File: src/rtl/muldiv_seq.sv
// muldiv_seq: iterative multiply/divide unit that owns the HI/LO registers.
//
// Operations (op): 00 MULT, 01 MULTU, 10 DIV, 11 DIVU. Multiplication is a
// shift-add that takes one multiplier bit per cycle. Division is restoring and
// produces one quotient bit per cycle. Both work on magnitudes, and the signs
// are applied in a final fix-up cycle.
//
// Optional build macro: MULDIV_EARLY_EXIT_EN. When it is defined, a multiply
// leaves CALC as soon as the remaining multiplier bits are all zero. Without
// it, every multiply spends exactly N cycles in CALC. Divide is the same
// either way.
//
// Ports:
//   clk     system clock, rising edge
//   reset   asynchronous active-high reset
//   start   launch an operation (sampled only in IDLE)
//   op      operation select (captured with start)
//   a, b    rs / rt operands
//   rd_req  MFHI/MFLO in flight; stalls while busy
//   hi_we   MTHI write strobe
//   lo_we   MTLO write strobe
//   wdata   MTHI/MTLO data
//   hi, lo  HI/LO registers
//   busy    high in LOAD, CALC and FIX
//   done    one-cycle pulse in the cycle that HI/LO hold a new result
//   stall   busy & (rd_req | start | hi_we | lo_we)
module muldiv_seq #(
  parameter int N = 32
) (
  input  logic         clk,
  input  logic         reset,
  input  logic         start,
  input  logic [1:0]   op,
  input  logic [N-1:0] a,
  input  logic [N-1:0] b,
  input  logic         rd_req,
  input  logic         hi_we,
  input  logic         lo_we,
  input  logic [N-1:0] wdata,
  output logic [N-1:0] hi,
  output logic [N-1:0] lo,
  output logic         busy,
  output logic         done,
  output logic         stall
);

  localparam int CW = $clog2(N);

`ifdef MULDIV_EARLY_EXIT_EN
  localparam bit EARLY_EXIT = 1'b1;
`else
  localparam bit EARLY_EXIT = 1'b0;
`endif

  typedef enum logic [2:0] {IDLE, LOAD, CALC, FIX, DONE} state_t;

  state_t         state_reg;
  logic [1:0]     op_reg;
  logic [N-1:0]   a_raw_reg;
  logic [N-1:0]   b_raw_reg;
  logic [2*N-1:0] prod_reg;
  logic [2*N-1:0] mcand_reg;
  logic [N-1:0]   mplier_reg;
  logic [N-1:0]   rem_reg;
  logic [N-1:0]   quo_reg;
  logic [N-1:0]   dvsr_reg;
  logic           res_neg_reg;
  logic           rem_neg_reg;
  logic [CW-1:0]  cnt_reg;

  // Operand conditioning, evaluated in LOAD from the operands captured at start.
  logic         is_div;
  logic         is_signed;
  logic         a_neg;
  logic         b_neg;
  logic [N-1:0] a_mag;
  logic [N-1:0] b_mag;

  assign is_div    = op_reg[1];
  assign is_signed = ~op_reg[0];
  assign a_neg     = is_signed & a_raw_reg[N-1];
  assign b_neg     = is_signed & b_raw_reg[N-1];
  assign a_mag     = a_neg ? (~a_raw_reg + 1'b1) : a_raw_reg;
  assign b_mag     = b_neg ? (~b_raw_reg + 1'b1) : b_raw_reg;

  // Multiply step: add the shifted multiplicand when the current multiplier bit is set.
  logic [N-1:0]   mplier_shift;
  logic [2*N-1:0] prod_sum;
  logic           mul_last;

  assign mplier_shift = mplier_reg >> 1;
  assign prod_sum     = mplier_reg[0] ? (prod_reg + mcand_reg) : prod_reg;
  assign mul_last     = (cnt_reg == '0) | (EARLY_EXIT & (mplier_shift == '0));

  // Restoring divide step on an N+1-bit partial remainder. The extra top bit
  // of the difference is the borrow. Bit N of a non-negative difference is
  // always zero, because the remainder stays below the divisor. Folding that
  // bit into rem_ok keeps the test exact.
  logic [N:0]   rem_shift;
  logic [N+1:0] rem_diff;
  logic         rem_ok;

  assign rem_shift = {rem_reg, quo_reg[N-1]};
  assign rem_diff  = {1'b0, rem_shift} - {2'b00, dvsr_reg};
  assign rem_ok    = ~rem_diff[N+1] & ~rem_diff[N];

  // Sign fix-up values that are written to HI/LO when FIX completes.
  logic [2*N-1:0] prod_fix;
  logic [N-1:0]   quo_fix;
  logic [N-1:0]   rem_fix;

  assign prod_fix = res_neg_reg ? (~prod_reg + 1'b1) : prod_reg;
  assign quo_fix  = res_neg_reg ? (~quo_reg + 1'b1) : quo_reg;
  assign rem_fix  = rem_neg_reg ? (~rem_reg + 1'b1) : rem_reg;

  assign stall = busy & (rd_req | start | hi_we | lo_we);

  always_ff @(posedge clk or posedge reset) begin
    if (reset) begin
      state_reg   <= IDLE;
      op_reg      <= '0;
      a_raw_reg   <= '0;
      b_raw_reg   <= '0;
      prod_reg    <= '0;
      mcand_reg   <= '0;
      mplier_reg  <= '0;
      rem_reg     <= '0;
      quo_reg     <= '0;
      dvsr_reg    <= '0;
      res_neg_reg <= 1'b0;
      rem_neg_reg <= 1'b0;
      cnt_reg     <= '0;
      hi          <= '0;
      lo          <= '0;
      busy        <= 1'b0;
      done        <= 1'b0;
    end else begin
      done <= 1'b0;
      case (state_reg)
        IDLE: begin
          if (start) begin
            // start takes priority over any MT write in the same cycle.
            op_reg    <= op;
            a_raw_reg <= a;
            b_raw_reg <= b;
            busy      <= 1'b1;
            state_reg <= LOAD;
          end else begin
            if (hi_we) hi <= wdata;
            if (lo_we) lo <= wdata;
          end
        end

        LOAD: begin
          res_neg_reg <= a_neg ^ b_neg;
          rem_neg_reg <= a_neg;
          cnt_reg     <= CW'(N - 1);
          if (is_div) begin
            rem_reg  <= '0;
            quo_reg  <= a_mag;
            dvsr_reg <= b_mag;
            if (b_raw_reg == '0) begin
              // Divide by zero short-circuits and returns the raw dividend as the remainder.
              lo        <= '1;
              hi        <= a_raw_reg;
              done      <= 1'b1;
              busy      <= 1'b0;
              state_reg <= DONE;
            end else begin
              state_reg <= CALC;
            end
          end else begin
            prod_reg   <= '0;
            mcand_reg  <= {{N{1'b0}}, a_mag};
            mplier_reg <= b_mag;
            state_reg  <= CALC;
          end
        end

        CALC: begin
          cnt_reg <= cnt_reg - 1'b1;
          if (is_div) begin
            rem_reg <= rem_ok ? rem_diff[N-1:0] : rem_shift[N-1:0];
            quo_reg <= {quo_reg[N-2:0], rem_ok};
            if (cnt_reg == '0) state_reg <= FIX;
          end else begin
            prod_reg   <= prod_sum;
            mcand_reg  <= mcand_reg << 1;
            mplier_reg <= mplier_shift;
            if (mul_last) state_reg <= FIX;
          end
        end

        FIX: begin
          if (is_div) begin
            lo <= quo_fix;
            hi <= rem_fix;
          end else begin
            hi <= prod_fix[2*N-1:N];
            lo <= prod_fix[N-1:0];
          end
          done      <= 1'b1;
          busy      <= 1'b0;
          state_reg <= DONE;
        end

        DONE: begin
          // HI/LO already hold the result, so a later MT write may land here.
          if (!start) begin
            if (hi_we) hi <= wdata;
            if (lo_we) lo <= wdata;
          end
          state_reg <= IDLE;
        end

        default: begin
          busy      <= 1'b0;
          state_reg <= IDLE;
        end
      endcase
    end
  end

endmodule
File: config.mk
export PLATFORM = sky130hd
export DESIGN_NAME = muldiv_seq
export DESIGN_NICKNAME = d
export VERILOG_FILES = /design/src/rtl/muldiv_seq.sv
export SDC_FILE = /design/constraint.sdc
export NUM_CORES = 1
export LEC_CHECK = 0
export ABC_CLOCK_PERIOD_IN_PS = 13900
export CORE_MARGIN = 1.5
export CORE_UTILIZATION = 55
export CTS_BUF_LIST = sky130_fd_sc_hd__clkbuf_16
export DETAILED_ROUTE_END_ITERATION = 16
export GPL_ROUTABILITY_DRIVEN = 1
export PLACE_DENSITY = 0.9
export SYNTH_ARGS = -nofsm -noshare
export SYNTH_HDL_FRONTEND = slang
export SYNTH_SLANG_ARGS = --single-unit
File: constraint.sdc
create_clock -name clk -period 13.9 [get_ports clk]
set_clock_uncertainty 0.05 [all_clocks]
set_input_delay 2.78 -clock clk [delete_from_list [all_inputs] [get_ports clk]]
set_output_delay 2.78 -clock clk [all_outputs]
set_load 0.02 [all_outputs]
==> flow_summary.json <==
{
  "synth-edff-count": 0,
  "port_buffers": 170,
  "first_pass_iters": 6,
  "critical_path_required_ps": 11070,
  "cp.arrival_ps": 4350,
  "cts_tree": "built",
  "slew_headroom": 0.178,
  "cts_made_buffers": 45,
  "critPathKind": "in -> out",
  "power.leakage_uw": 0.0123,
  "slew_viol_final": 0,
  "fin_tns_setup_ps": 0,
  "synth_flop_cell": "dfrtp_1",
  "gp_congestion": 1.00,
  "utilization": 0.628,
  "hold_violations": 0,
  "cts.sinks": 398,
  "peakVddDrop_uv": 161,
  "worstPathMaxFanout": 5,
  "clockBufferDepth": 3,
  "dr.first_iter.drc_count": 3090,
  "drive_above_1_share": 0.0675,
  "fin_crit_sh": 0.517,
  "synth_commonest_cells": "398 x dfrtp_1, 388 x o21ai_0, 332 x nand2_1",
  "r2r_end": "hi[15]",
  "drv_cap": 0,
  "synth.largest_area_cell": "dfrtp_1",
  "fin_nets": 3230,
  "viasPerCell": 6.47,
  "fin_crit_ps": 7180,
  "worst_slew_pin_slew_ps": 1230,
  "pin_count": 171,
  "topRoutingLayerUsed": "met5",
  "grt_pass1_vias": 22200,
  "ctsResizeCount": 0,
  "synthArstFlopShare": 1.00,
  "dieArea_sq_mm": 0.0481,
  "synthDistinctLibCells": 90,
  "gr-usage-all-layers": 0.318,
  "synthMostInstantiatedCell": "dfrtp_1",
  "post_dp_cell_area_sq_mm": 0.0277,
  "reg2reg_slack_ps": 9150,
  "design_area_sq_mm": 0.0291,
  "rsz0062_at_grt": "no",
  "syn-num-nets": 3155,
  "ant_nets": 0,
  "synthesis.area_sq_mm": 0.0257,
  "critPathLaunchType": "input pin",
  "drc_errors": 0,
  "fmax_mhz": 139,
  "total_power_uw": 7970,
  "die_y_um": 219,
  "cp-end-kind": "output port",
  "ys_seq_area_frac": 0.387,
  "post_cts_buffers": 0,
  "syn_inst": 2947,
  "min_path_cells": 2,
  "hpwl_mm": 55.5,
  "ys_ff_latch": 398,
  "cts.clk_slew.worst_paths_ps": 50,
  "crit_path_start": "start",
  "ctsHoldBuffers": 0,
  "synth_area_per_cell_sq_um": 8.73,
  "num_vias": 23700,
  "dp_slack_ps": 6740,
  "grt_pass1_wl_mm": 121,
  "r2r-start": "prod_reg[0]",
  "grt_max_degree": 122,
  "wl_met1_mm": 30.1,
  "antenna_found_initial": 1,
  "status": "finished, final reports clean",
  "gr-total-overflow": 0,
  "yosys_warnings": 0,
  "fin_ws_ps": 6720,
  "cts_root_buffer": "clkbuf_16",
  "wirelength_mm": 76.8,
  "met3WireLength_mm": 7.67,
  "htree_levels": 2,
  "start_util": 0.555,
  "min_to": "mplier_reg[3]",
  "routedWlPerCell_um": 21.0,
  "setup_viol": 0,
  "reg2regPathDepth": 10,
  "yosys-top-cells-area": "dfrtp_1 39%, o21ai_0 7.5%, ha_1 5.0%",
  "syn_to_final_growth_pct": 13.1,
  "core.rowCount": 79,
  "hp-class": "reg -> reg",
  "wl_met2_mm": 33.6,
  "core_region_area_sq_mm": 0.0464,
  "die_w_um": 219,
  "synth_top_area_share": 0.387,
  "p_per_area_mw_per_mm2": 274,
  "insertion_delay_ps": 600,
  "min_from": "mplier_reg[3]"
}
==> layout by cell type (no fill, tap or decap), types with 43 or more instances in the layout <==
master and instances:
xnor2_1 129, o31ai_1 52, inv_1 92, clkdlybuf4s50_1 170, o21ai_0 387, a21oi_1 246
xor2_1 126, a21o_1 43, a211oi_1 46, dfrtp_1 396, clkbuf_16 46, mux2_2 60
nand2_1 331, ha_1 102, nor2_1 221
==> report_power, final <==
part	switching [uW]	internal [uW]	total [uW]
clock	502	636	1140
combinational	2720	1770	4490
sequential	670	1670	2340
total	3890	4080	7970
==> worst max-delay path by stage <==
| stage | endpoint |
|---|---|
| floorplan | a_raw_reg[0] |
| global placement | stall |
| detailed placement | stall |
| CTS | stall |
| global route | stall |
| finish | stall |
==> metal layers <==
metal / vias up / global-route usage
met1: 11200 / 0.411
met5: - / 0
li1: 10800 / -
met3: 301 / 0.0607
met2: 1363 / 0.486
met4: 2 / 0.213
==> logic make-up (layout without fill, tap and decap cells) <==
kind of cell,count (synthesis),count (layout),synth area share
AOI/OAI and AO/OA,1032,1032,0.247
and+or+nand+nor,814,814,0.147
DFF,398,398,0.387
xor gates and xnor gates,255,255,0.0868
buffers and inverters,247,353,0.0399
adders and majority gates,104,104,0.0511
muxes,97,97,0.0411
other,0,1,0
==> per-stage QoR <==
| step | hold WS [ps] | std cells |
|---|---|---|
| detailed placement | 421 | 3582 |
| finish | 431 | 3661 |
| global route | 456 | 3660 |
| floorplan | 400 | 2947 |
| global placement | 412 | 3582 |
| CTS | 434 | 3660 |
==> final cells by class <==
| class | instances | area (sq um) |
|---|---|---|
| sequential | 398 | 9960 |
| fill | 3603 | 17300 |
| multi-input combinational | 2302 | 14800 |
| antenna | 1 | 2.50 |
| clock inverter | 32 | 219 |
| tap | 607 | 759 |
| clock buffer | 46 | 1150 |
| inverter | 80 | 308 |
| timing repair buffer | 195 | 1890 |
==> worst max-delay path, stage by stage <==
cell and delay [ps]:
clkdlybuf4s50_1 560, o41a_1 460, clkdlybuf4s50_1 540
(Power assumes the default switching activity.)
